===== config.mk =====
export PLATFORM = sky130hd
export DESIGN_NAME = vga_grid_renderer
export DESIGN_NICKNAME = d
export VERILOG_FILES = /design/src/rtl/vga_grid_renderer.sv
export SDC_FILE = /design/constraint.sdc
export NUM_CORES = 1
export LEC_CHECK = 0
export CAP_MARGIN = 0
export CORE_ASPECT_RATIO = 0.7
export CORE_UTILIZATION = 50
export DETAILED_ROUTE_END_ITERATION = 12
export MAX_ROUTING_LAYER = met4
export PLACE_DENSITY = 0.84
export SYNTH_ARGS = -nofsm -noshare
export SYNTH_HDL_FRONTEND = slang
export SYNTH_SLANG_ARGS = --single-unit

===== constraint.sdc =====
create_clock -name Clock -period 4.75 [get_ports Clock]
set_input_delay 0.95 -clock Clock [delete_from_list [all_inputs] [get_ports Clock]]
set_output_delay 0.95 -clock Clock [all_outputs]
set_load 0.1 [all_outputs]

===== src/rtl/vga_grid_renderer.sv =====
// vga_grid_renderer
// Generates VGA timing from configurable porch, sync and active widths. Draws a
// block grid of walls, food and snake pieces as 8-bit RGB.
// The game state is copied into shadow registers once per frame, so input
// changes never tear a frame. The food block can blink on a frame-count period.
// Output latency is two pixel enables after the pixel position is produced.

module vga_grid_renderer #(
    parameter int         H_ACTIVE     = 640,
    parameter int         H_FP         = 16,
    parameter int         H_SYNC       = 96,
    parameter int         H_BP         = 48,
    parameter int         V_ACTIVE     = 480,
    parameter int         V_FP         = 10,
    parameter int         V_SYNC       = 2,
    parameter int         V_BP         = 29,
    parameter logic       SYNC_POL     = 1'b0,
    parameter int         CLK_DIV      = 1,
    parameter int         BLOCK_W      = 40,
    parameter int         BLOCK_H      = 40,
    parameter int         GRID_W       = 16,
    parameter int         GRID_H       = 12,
    parameter int         NUM_PIECES   = 8,
    parameter int         BLINK_FRAMES = 16,
    parameter logic [7:0] COLOR_WALL   = 8'h92,
    parameter logic [7:0] COLOR_FOOD   = 8'hE0,
    parameter logic [7:0] COLOR_SNAKE  = 8'h1C,
    parameter logic [7:0] COLOR_EMPTY  = 8'h02,
    localparam int        XB           = (GRID_W > 1) ? $clog2(GRID_W) : 1,
    localparam int        YB           = (GRID_H > 1) ? $clog2(GRID_H) : 1,
    localparam int        LB           = $clog2(NUM_PIECES + 1)
) (
    input  logic                       Clock,
    input  logic                       Reset,
    input  logic [XB*NUM_PIECES-1:0]   packSnakeX,
    input  logic [YB*NUM_PIECES-1:0]   packSnakeY,
    input  logic [LB-1:0]              snakeLength,
    input  logic [XB-1:0]              foodX,
    input  logic [YB-1:0]              foodY,
    output logic [7:0]                 RGB,
    output logic                       HSync,
    output logic                       VSync,
    output logic                       FrameStart,
    output logic                       Active
);

    // ------------------------------------------------------------------
    // Derived sizes
    // ------------------------------------------------------------------
    localparam int H_TOTAL  = H_ACTIVE + H_FP + H_SYNC + H_BP;
    localparam int V_TOTAL  = V_ACTIVE + V_FP + V_SYNC + V_BP;
    localparam int HW       = (H_TOTAL > 1) ? $clog2(H_TOTAL) : 1;
    localparam int VW       = (V_TOTAL > 1) ? $clog2(V_TOTAL) : 1;
    localparam int DW       = (CLK_DIV > 1) ? $clog2(CLK_DIV) : 1;
    localparam int SXW      = (BLOCK_W > 1) ? $clog2(BLOCK_W) : 1;
    localparam int SYW      = (BLOCK_H > 1) ? $clog2(BLOCK_H) : 1;
    // bx/by keep counting through the blanking interval, so size them for the
    // whole line/frame rather than for the grid
    localparam int BX_MAX   = (H_TOTAL - 1) / BLOCK_W;
    localparam int BY_MAX   = (V_TOTAL - 1) / BLOCK_H;
    localparam int BXW      = (BX_MAX > 0) ? $clog2(BX_MAX + 1) : 1;
    localparam int BYW      = (BY_MAX > 0) ? $clog2(BY_MAX + 1) : 1;
    localparam int BFW      = (BLINK_FRAMES > 1) ? $clog2(BLINK_FRAMES) : 1;
    localparam int HS_START = H_ACTIVE + H_FP;
    localparam int HS_END   = H_ACTIVE + H_FP + H_SYNC;
    localparam int VS_START = V_ACTIVE + V_FP;
    localparam int VS_END   = V_ACTIVE + V_FP + V_SYNC;

    // ------------------------------------------------------------------
    // Signals
    // ------------------------------------------------------------------
    logic [DW-1:0]            div_cnt_reg;
    logic                     pen;

    logic [HW-1:0]            h_cnt_reg,  h_cnt_next;
    logic [VW-1:0]            v_cnt_reg,  v_cnt_next;
    logic [SXW-1:0]           sub_x_reg,  sub_x_next;
    logic [SYW-1:0]           sub_y_reg,  sub_y_next;
    logic [BXW-1:0]           bx_reg,     bx_next;
    logic [BYW-1:0]           by_reg,     by_next;
    logic                     h_end;
    logic                     v_end;
    logic                     at_origin;
    logic                     pix_active;
    logic                     hsync_raw;
    logic                     vsync_raw;

    logic [XB*NUM_PIECES-1:0] snake_x_reg;
    logic [YB*NUM_PIECES-1:0] snake_y_reg;
    logic [LB-1:0]            len_reg;
    logic [LB-1:0]            len_clamped;
    logic [XB-1:0]            food_x_reg;
    logic [YB-1:0]            food_y_reg;
    logic                     blink_phase;

    logic [BXW-1:0]           s1_bx_reg;
    logic [BYW-1:0]           s1_by_reg;
    logic                     s1_active_reg;
    logic                     s1_hsync_reg;
    logic                     s1_vsync_reg;

    logic [NUM_PIECES-1:0]    piece_hit;
    logic                     snake_hit;
    logic                     food_hit;
    logic                     wall_hit;
    logic                     in_grid;
    logic [7:0]               pixel_color;

    logic [7:0]               rgb_reg;
    logic                     hsync_reg;
    logic                     vsync_reg;
    logic                     active_reg;
    logic                     frame_start_reg;

    // ------------------------------------------------------------------
    // Pixel enable divider
    // ------------------------------------------------------------------
    assign pen = (div_cnt_reg == DW'(CLK_DIV - 1));

    // Count system clocks within one pixel period; pen fires on the last one
    always_ff @(posedge Clock or posedge Reset) begin
        if (Reset) begin
            div_cnt_reg <= '0;
        end else if (pen) begin
            div_cnt_reg <= '0;
        end else begin
            div_cnt_reg <= div_cnt_reg + DW'(1);
        end
    end

    // ------------------------------------------------------------------
    // Raster position and block index
    // ------------------------------------------------------------------
    assign h_end      = (h_cnt_reg == HW'(H_TOTAL - 1));
    assign v_end      = (v_cnt_reg == VW'(V_TOTAL - 1));
    assign at_origin  = (h_cnt_reg == '0) && (v_cnt_reg == '0);
    assign pix_active = (int'(h_cnt_reg) < H_ACTIVE) && (int'(v_cnt_reg) < V_ACTIVE);
    assign hsync_raw  = ((int'(h_cnt_reg) >= HS_START) && (int'(h_cnt_reg) < HS_END))
                        ? SYNC_POL : ~SYNC_POL;
    assign vsync_raw  = ((int'(v_cnt_reg) >= VS_START) && (int'(v_cnt_reg) < VS_END))
                        ? SYNC_POL : ~SYNC_POL;

    // Next raster position; the block index is built from sub-counters so no divider is needed
    always_comb begin
        h_cnt_next = h_cnt_reg;
        v_cnt_next = v_cnt_reg;
        sub_x_next = sub_x_reg;
        sub_y_next = sub_y_reg;
        bx_next    = bx_reg;
        by_next    = by_reg;
        if (h_end) begin
            h_cnt_next = '0;
            sub_x_next = '0;
            bx_next    = '0;
            if (v_end) begin
                v_cnt_next = '0;
                sub_y_next = '0;
                by_next    = '0;
            end else begin
                v_cnt_next = v_cnt_reg + VW'(1);
                if (sub_y_reg == SYW'(BLOCK_H - 1)) begin
                    sub_y_next = '0;
                    by_next    = by_reg + BYW'(1);
                end else begin
                    sub_y_next = sub_y_reg + SYW'(1);
                end
            end
        end else begin
            h_cnt_next = h_cnt_reg + HW'(1);
            if (sub_x_reg == SXW'(BLOCK_W - 1)) begin
                sub_x_next = '0;
                bx_next    = bx_reg + BXW'(1);
            end else begin
                sub_x_next = sub_x_reg + SXW'(1);
            end
        end
    end

    // Raster counters advance once per pixel enable
    always_ff @(posedge Clock or posedge Reset) begin
        if (Reset) begin
            h_cnt_reg <= '0;
            v_cnt_reg <= '0;
            sub_x_reg <= '0;
            sub_y_reg <= '0;
            bx_reg    <= '0;
            by_reg    <= '0;
        end else if (pen) begin
            h_cnt_reg <= h_cnt_next;
            v_cnt_reg <= v_cnt_next;
            sub_x_reg <= sub_x_next;
            sub_y_reg <= sub_y_next;
            bx_reg    <= bx_next;
            by_reg    <= by_next;
        end
    end

    // ------------------------------------------------------------------
    // Frame-synchronous shadowing of the game state
    // ------------------------------------------------------------------
    // Length above the slot count is treated as "all slots valid"
    assign len_clamped = (int'(snakeLength) > NUM_PIECES) ? LB'(NUM_PIECES) : snakeLength;

    // Capture the game state on the first pixel of each frame
    always_ff @(posedge Clock or posedge Reset) begin
        if (Reset) begin
            snake_x_reg <= '0;
            snake_y_reg <= '0;
            len_reg     <= '0;
            food_x_reg  <= '0;
            food_y_reg  <= '0;
        end else if (pen && at_origin) begin
            snake_x_reg <= packSnakeX;
            snake_y_reg <= packSnakeY;
            len_reg     <= len_clamped;
            food_x_reg  <= foodX;
            food_y_reg  <= foodY;
        end
    end

    // Frame marker: one Clock wide, issued together with the shadow capture
    always_ff @(posedge Clock or posedge Reset) begin
        if (Reset) begin
            frame_start_reg <= 1'b0;
        end else begin
            frame_start_reg <= pen && at_origin;
        end
    end

    // ------------------------------------------------------------------
    // Food blink phase
    // ------------------------------------------------------------------
    generate
        if (BLINK_FRAMES > 0) begin : g_blink
            logic [BFW-1:0] blink_cnt_reg;
            logic           phase_reg;

            // Count completed frames; flip the phase after every BLINK_FRAMES of them
            always_ff @(posedge Clock or posedge Reset) begin
                if (Reset) begin
                    blink_cnt_reg <= '0;
                    phase_reg     <= 1'b0;
                end else if (pen && h_end && v_end) begin
                    if (blink_cnt_reg == BFW'(BLINK_FRAMES - 1)) begin
                        blink_cnt_reg <= '0;
                        phase_reg     <= ~phase_reg;
                    end else begin
                        blink_cnt_reg <= blink_cnt_reg + BFW'(1);
                    end
                end
            end

            assign blink_phase = phase_reg;
        end else begin : g_no_blink
            assign blink_phase = 1'b0;
        end
    endgenerate

    // ------------------------------------------------------------------
    // Stage 1: block position, active flag, raw syncs
    // ------------------------------------------------------------------
    // Register the raster-derived values for the current pixel
    always_ff @(posedge Clock or posedge Reset) begin
        if (Reset) begin
            s1_bx_reg     <= '0;
            s1_by_reg     <= '0;
            s1_active_reg <= 1'b0;
            s1_hsync_reg  <= ~SYNC_POL;
            s1_vsync_reg  <= ~SYNC_POL;
        end else if (pen) begin
            s1_bx_reg     <= bx_reg;
            s1_by_reg     <= by_reg;
            s1_active_reg <= pix_active;
            s1_hsync_reg  <= hsync_raw;
            s1_vsync_reg  <= vsync_raw;
        end
    end

    // ------------------------------------------------------------------
    // Stage 2: colour lookup
    // ------------------------------------------------------------------
    genvar gi;
    generate
        for (gi = 0; gi < NUM_PIECES; gi++) begin : g_piece
            // A slot only counts when it lies below the shadowed length
            assign piece_hit[gi] = (LB'(gi) < len_reg)
                && (int'(snake_x_reg[gi*XB +: XB]) == int'(s1_bx_reg))
                && (int'(snake_y_reg[gi*YB +: YB]) == int'(s1_by_reg));
        end
    endgenerate

    assign snake_hit = |piece_hit;
    assign food_hit  = (int'(food_x_reg) == int'(s1_bx_reg))
                    && (int'(food_y_reg) == int'(s1_by_reg))
                    && !blink_phase;
    assign in_grid   = (int'(s1_bx_reg) < GRID_W) && (int'(s1_by_reg) < GRID_H);
    assign wall_hit  = (s1_bx_reg == '0) || (int'(s1_bx_reg) == GRID_W - 1)
                    || (s1_by_reg == '0) || (int'(s1_by_reg) == GRID_H - 1);

    // Colour priority: blank, off-grid, wall, food, snake, empty
    always_comb begin
        pixel_color = 8'h00;
        if (s1_active_reg && in_grid) begin
            if (wall_hit) begin
                pixel_color = COLOR_WALL;
            end else if (food_hit) begin
                pixel_color = COLOR_FOOD;
            end else if (snake_hit) begin
                pixel_color = COLOR_SNAKE;
            end else begin
                pixel_color = COLOR_EMPTY;
            end
        end
    end

    // Output register: colour and syncs leave together so they stay aligned
    always_ff @(posedge Clock or posedge Reset) begin
        if (Reset) begin
            rgb_reg    <= 8'h00;
            hsync_reg  <= ~SYNC_POL;
            vsync_reg  <= ~SYNC_POL;
            active_reg <= 1'b0;
        end else if (pen) begin
            rgb_reg    <= pixel_color;
            hsync_reg  <= s1_hsync_reg;
            vsync_reg  <= s1_vsync_reg;
            active_reg <= s1_active_reg;
        end
    end

    assign RGB        = rgb_reg;
    assign HSync      = hsync_reg;
    assign VSync      = vsync_reg;
    assign Active     = active_reg;
    assign FrameStart = frame_start_reg;

endmodule


Yosys cells after proc, flatten, opt, wreduce, memory -nomap -nowiden
Index checks and enable logic that the tools add are counted.
Widths: inputs -> output; s select.
Cells by class
  $add $sub $neg: 8
  $lt $le $gt $ge: 17
  equal/unequal tests: 25
  mux-type cells: 19
  bitwise operators: 2
  reductions and logical operators: 42
Operators with widths (count)
  $eq 5x5->1: 9
  $eq 4x4->1: 9
  $logic_and 1x1->1: 27
  $mux 6: 4
  $mux 8: 3
  $add 10x1->10 const B: 2
  $eq 10x10->1 const B: 2
  $logic_not 10->1: 2
  $lt 10x10->1 const B: 2
  $lt 10x9->1 const B: 2
  $mux 10: 2
  $lt 3x4->1 const A: 4
  $mux 4: 4
  $mux 5: 3
  $add 6x1->6 const B: 2
  $eq 6x6->1 const B: 2
  $ge 10x10->1 const B: 1
  $ge 10x9->1 const B: 1
  $add 4x1->4 const B: 2
  $eq 4x4->1 const B: 2
  $lt 1x4->1 const A: 2
  $lt 2x4->1 const A: 2
  $reduce_or 8->1: 1
  $reduce_and 2->1: 3
  14 further kinds: 20
Storage, ports and cells
  register bits: 147
  bits of input ports: 78
  output and inout port bits: 12
  logic and storage cells: 137

Logic depth before layout (Yosys ltp)
Gate-level depths: netlist of run 1.
  depth after elaboration: 8
  depth in mapped cells: 9
  gate-level depth less buffers: 8

Least setup slack after synthesis of run 1
OpenSTA, ideal clock, no wires.
  path type: reg-to-output
  start point: register rgb_reg[3] (netlist: RGB[3])
  end point: output port RGB[3]
  data arrival time: 1.324 ns
  required time: 3.800 ns
  slack: 2.476 ns
  stages on the path, launching flop included: 2
  path buffers: 1
  path through: dfrtp_1 -> buf_4
RTL lines
  start, declared: RTL line 109  | logic [7:0] rgb_reg;
  start signal, assigned: RTL line 324  | rgb_reg <= pixel_color;
  end, declared: RTL line 40  | output logic [7:0] RGB,
No word-level cell between the ends.

Final worst setup path of run 1
  start point: register hsync_reg (netlist: HSync)
  end point: output port HSync
RTL lines
  start, declared: RTL line 110  | logic hsync_reg;
  start signal, assigned: RTL line 320  | hsync_reg <= ~SYNC_POL;
  start signal, assigned: RTL line 325  | hsync_reg <= s1_hsync_reg;
  end, declared: RTL line 41  | output logic HSync,
No word-level cell between the ends.

==> reports/metrics.yaml, run 1 <==
synthesis:
  yosysSeqAreaShare_pct: 52.94
  yosys_warnings: 0
  synth_edf_count: 0
  synth_ff_type: "dfrtp_1"
  synth_area_sq_um: 6769
  synth-seq-cells: 143
  synthArstFlopShare_pct: 100.0
  syn_nets: 796
  syn_inst: 709
  ys_types: 52
  avgSynthCellArea_sq_um: 9.547
final_layout:
  drive_gt1_share_pct: 7.107
  syn2layout_area_growth_pct: 23.99
  final_nets: 876
  final_cell_mix: "257 x nand2_1, 139 x dfrtp_1, 88 x clkdlybuf4s50_1, 61 x xor2_1, 36 x xnor2_1"
  final_common_cell: "nand2_1"
cts:
  clock_sinks: 143
  htreeDepth: 4
  clockBufferDepth: 2
  cts_buffers: 17
  postCtsSetupRepairBufs: 0
  insertion_delay_ns: 0.41
  cts_root_buffer: "clkbuf_16"
  clkTransAtPathRegs_ns: 0.06
  cts.repair.resized: 0
  cts_tree: "yes"
  cts_hold_buf: 0
global_routing:
  grt_max_degree: 78
  overflow: 0
  grt_usage_pct: 25.08
  antenna_found_initial: 1
  grt_pass1_wl_mm: 26.06
  grt_pass1_vias: 5225
detailed_routing:
  vias: 5158
  ant_nets: 0
  routed_wl_mm: 15.74
  routedWlPerCell_um: 15.93
  viasPerCell: 5.221
  first_pass_iters: 4
  drc: 0
  drt_iter0_drc: 336
placement:
  hpwl_mm: 10.17
  portBuffers: 88
  gp_congestion: 0.8537
floorplan:
  ioPinCount: 90
  core.rowCount: 35
  fp.dieArea_sq_um: 14020
  die_y_um: 99.35
  initial_core_util_pct: 51.35
  die_w_um: 141.1
  core_sq_um: 13180
setup_path:
  path_buf_inv: 1
  crit_type: "reg2out"
  worstPathCellList: "clkdlybuf4s50_1"
  startpoint_type: "register"
  arrival_ns: 2.05
  crit_path_max_incr_delay_ns: 1.12
  required_ns: 3.80
  crit_slowest_cell: "clkdlybuf4s50_1"
  cp_top_family: "buffers and inverters"
  end_kind: "primary output"
  crit_fanout: 1
sta:
  rsz0062_at_grt: "false"
  max_slew_margin_pct: 33.71
  setup-tns-final_ns: 0
  timing.final.crit_share_pct: 63.06
  holdWs_ns: 0.3563
  finalHoldViolations: 0
  min_period_ns: 2.995
  clock_skew_ns: 0.009455
  setup_violations: 0
  slew_violations: 0
  max_freq_mhz: 333.9
  tightest_slew_ns: 0.9912
pwr:
  power_mw: 2.915
  cellPowerDensity_nw_per_um2: 347.3
  peakVddDrop_mv: 0.2670
  power.leakage_nw: 3.929
status:
  status: "completed"
run:
  drv_cap: 0
worst_hold_path:
  min_path_type: "reg2reg"
## worst paths after layout
kind | cells after the start | startpoint | end | slack, ns
setup / recovery | 1 | HSync | HSync | 1.75
hold / removal | 0 | s1_vsync_reg | VSync | 0.36
setup reg to reg | 7 | h_cnt_reg[0] | sub_y_reg[5] | 2.08
hold reg to reg | 0 | s1_vsync_reg | VSync | 0.36
max in group asynchronous | 3 | Reset | s1_by_reg[0] | 2.62
min in group asynchronous | 2 | Reset | snake_x_reg[8] | 1.01
## where the power goes
group,switching [mW],internal [mW]
registers,0.0269,1.25
clock network,0.494,0.987
logic,0.0699,0.0855
total,0.591,2.32
## synthesized netlist by cell type, drive strengths merged, types with 3 or more instances
cell type	instances	area share [%]
a31oi	4	0.37
inv	8	0.44
nand2	257	14
nor2	37	2.3
nand4	19	1.9
xor2	61	7.9
clkbuf	8	0.46
dfrtp	139	51
xnor2	36	4.7
and3	3	0.28
or3	3	0.28
nand3	12	0.96
mux2	3	0.50
ha	9	1.7
dfstp	4	1.6
nor2b	3	0.28
a21oi	7	0.68
nor3	11	0.89
or4	4	0.50
nand3b	4	0.44
o21ai	15	1.1
nor4	14	1.5
and2	3	0.28
buf	24	2.8
## final cells by class
class	instances	area, sq um
Fill cell	1018	4788
Sequential cell	143	3583
Multi-Input combinational cell	526	2945
Timing Repair Buffer	93	930.9
Clock buffer	22	484.2
Tap cell	185	231.5
Clock inverter	10	181.4
Inverter	8	33.78
Antenna cell	1	2.502
## routing by layer
metal  up-vias  wire [um]  share of wire, %  track usage [%]
li1       2469          -                 -                -
met1      2462       7269                46            33.55
met2       190       7108                45            37.43
met3        37        993               6.3            5.152
met4         0        366               2.3            10.45
met5         -          0                 0                -
## per-stage QoR
stage | area, sq um | setup slack, ns | util (%) | std cells
after CTS | 8391 | 1.735 | 63.65 | 987
after global routing | 8393 | 1.725 | 63.67 | 988
after floorplan | 6773 | 2.012 | - | 709
after global placement | 7725 | 2.151 | 58.60 | 955
final | 8393 | 1.755 | 63.67 | 988
after detailed placement | 7725 | 2.090 | 58.60 | 955
## logic make-up (layout without fill, tap and decap cells)
| family | Yosys count | after routing | synth area share [%] |
|---|---|---|---|
| simple gates | 377 | 377 | 24.88 |
| flops | 143 | 143 | 52.94 |
| xor+xnor | 97 | 97 | 12.55 |
| buf+inv | 40 | 133 | 3.660 |
| compound gates | 38 | 38 | 3.605 |
| fa+ha+maj | 9 | 9 | 1.664 |
| mux | 4 | 4 | 0.6469 |
| other cells | 1 | 2 | 0.05540 |
No activity file was read; power rests on OpenSTA's default activity.
==> inputs of run 2 (changes only) <==
--- a/config.mk
+++ b/config.mk
@@ -10,7 +10,7 @@
 export CORE_UTILIZATION = 50
 export DETAILED_ROUTE_END_ITERATION = 12
 export MAX_ROUTING_LAYER = met4
-export PLACE_DENSITY = 0.84
+export PLACE_DENSITY = 0.82
 export SYNTH_ARGS = -nofsm -noshare
 export SYNTH_HDL_FRONTEND = slang
 export SYNTH_SLANG_ARGS = --single-unit
==> constraint.sdc (replaced) <==
create_clock -name Clock -period 2.98 [get_ports Clock]
set_input_delay 0.596 -clock Clock [delete_from_list [all_inputs] [get_ports Clock]]
set_output_delay 0.596 -clock Clock [all_outputs]
set_load 0.1 [all_outputs]
==> reports/metrics.yaml, run 2 (same netlist as run 1, synthesis figures left out) <==
status:
  status: "completed"
final_layout:
  final_cells: 991  # +0.30%
  final_nets: 880  # +0.46%
  stdcell_area_sq_um: 8335  # -0.69%
  n_antenna_cell: 0  # -1
  final_util_pct: 63.24  # -0.44 points
  fillers: 1027  # +0.88%
  final_cell_mix: "257 x nand2_1, 139 x dfrtp_1, 77 x clkdlybuf4s50_1, 61 x xor2_1, 36 x xnor2_1"
  final_common_cell: "nand2_1"
  syn2layout_area_growth_pct: 23.14
  drive_gt1_share_pct: 8.809  # +1.7 points
detailed_routing:
  ant_nets: 0  # unchanged
  viasPerCell: 5.249  # +0.55%
  first_pass_iters: 5  # +1
  routed_wl_mm: 15.58  # -0.98%
  highest_layer: "met4"
  vias: 5202  # +0.85%
  routedWlPerCell_um: 15.73  # -1.3%
  wl_met1_mm: 7.259  # -0.14%
  met3_length_mm: 1.013  # +2.0%
  drt_iter0_drc: 367  # +9.2%
  drc: 0  # unchanged
  dr_wl_met2_mm: 7.044  # -0.90%
sta:
  rsz0062_at_grt: "false"
  finalHoldViolations: 0  # unchanged
  max_freq_mhz: 421.7
  slew_violations: 0  # unchanged
  max_slew_margin_pct: 49.52  # +16 points
  setup-tns-final_ns: 0  # unchanged
  clock_skew_ns: 0.005338  # -0.004118 ns
  tightest_slew_ns: 0.7572  # -0.2340 ns
  fin_ws_ns: 0.6089  # -1.146 ns
  timing.final.crit_share_pct: 79.57
  setup_violations: 0  # unchanged
  min_period_ns: 2.371
setup_path:
  arrival_ns: 2.66  # +0.61 ns
  startpoint_type: "register"
  end_kind: "register"
  required_ns: 3.26  # -0.54 ns
  crit_type: "reg2reg"
  crit_fanout: 75  # +74
placement:
  gp_congestion: 0.8678  # +1.7%
  dpl_cell_area_sq_um: 7765  # +0.52%
  portBuffers: 88  # unchanged
  pre_cts_slack_ns: 0.6992  # -1.391 ns
  hpwl_mm: 10.52  # +3.4%
  dp.cells: 959  # +0.42%
floorplan:
  core_sq_um: 13180  # unchanged
  fp.dieArea_sq_um: 14020  # unchanged
  initial_core_util_pct: 51.35  # unchanged
  ioPinCount: 90  # unchanged
  die_y_um: 99.35  # unchanged
  core.rowCount: 35  # unchanged
  die_w_um: 141.1  # unchanged
cts:
  cts.repair.resized: 0  # unchanged
  cts_buffers: 17  # unchanged
  insertion_delay_ns: 0.41  # about the same
  cts_hold_buf: 0  # unchanged
  postCtsSetupRepairBufs: 0  # unchanged
  clock_sinks: 143  # unchanged
  clockBufferDepth: 2  # unchanged
  clkTransAtPathRegs_ns: 0.06  # about the same
  cts_tree: "yes"
  cts_root_buffer: "clkbuf_16"
  htreeDepth: 4  # unchanged
pwr:
  peakVddDrop_mv: 0.3854  # +44%
  power.leakage_nw: 3.924  # -0.13%
  cellPowerDensity_nw_per_um2: 517.5  # +49%
global_routing:
  overflow: 0  # unchanged
  grt_pass1_wl_mm: 25.65  # -1.6%
  grt_usage_pct: 24.76  # -0.32 points
  antenna_found_initial: 0  # -1
  grt_max_degree: 78  # unchanged
  grt_pass1_vias: 5075  # -2.9%
run:
  drv_cap: 0  # unchanged
worst_hold_path:
  min_path_type: "reg2reg"
-- run 2: changes by cell type in the layout (fill, tap and decap cells not counted), sizes merged --
cell           change
clkinvlp           +1
buf               +15
clkbuf             +1
clkdlybuf4s50     -11
clkinv             +1
diode              -1
inv                +1
bufinv             -4
-- run 2: where the power goes --
part	switching (mW)	leakage (nW)	total, mW	internal, mW
sequential	0.0429	1.75	2.04	2.00
clock	0.791	0.279	2.03	1.23
combinational	0.109	1.89	0.250	0.140
-- run 2: per-layer routing --
layer	track usage, %	vias to the layer above
met5	-	-
li1	-	2478
met3	5.152	20
met2	36.10	185
met1	34.29	2519
met4	9.030	0
-- run 2: worst max-delay path, cell delays in order, from the launching register on --
cell and delay, ns:
dfrtp_1 0.41, inv_1 0.09, ha_1 0.15, or4b_4 0.50, or3_2 0.42, buf_4 0.36, nand2_1 0.20, nand2_1 0.10
-- run 2: final timing paths --
path | from | to | slack, ns | depth (start not counted)
max | h_cnt_reg[0] | food_x_reg[1] | 0.61 | 7
min | s1_hsync_reg | HSync | 0.35 | 0
max reg2reg | h_cnt_reg[0] | food_x_reg[1] | 0.61 | 7
min reg2reg | s1_hsync_reg | HSync | 0.35 | 0
max in group asynchronous | Reset | s1_hsync_reg | 1.67 | 3
min in group asynchronous | Reset | snake_y_reg[5] | 0.62 | 2
-- run 2: final cells by class --
type	count	area [sq um]	area share, %
flip-flops and latches	143	3583	42.99
multi-input cells	526	2945	35.33
repair buffers	97	970.9	11.65
clock buffers	23	488.0	5.854
well taps	185	231.5	2.777
clock inverters	9	82.58	0.9907
inverters	8	33.78	0.4053
-- run 2: metrics by stage --
| step | total power, mW | hold WS (ns) |
|---|---|---|
| floorplan | 2.172 | 0.3452 |
| CTS | 4.347 | 0.3552 |
| finish | 4.314 | 0.3539 |
| global placement | 2.311 | 0.3472 |
| global route | 4.453 | 0.3576 |
| detailed placement | 2.321 | 0.3472 |
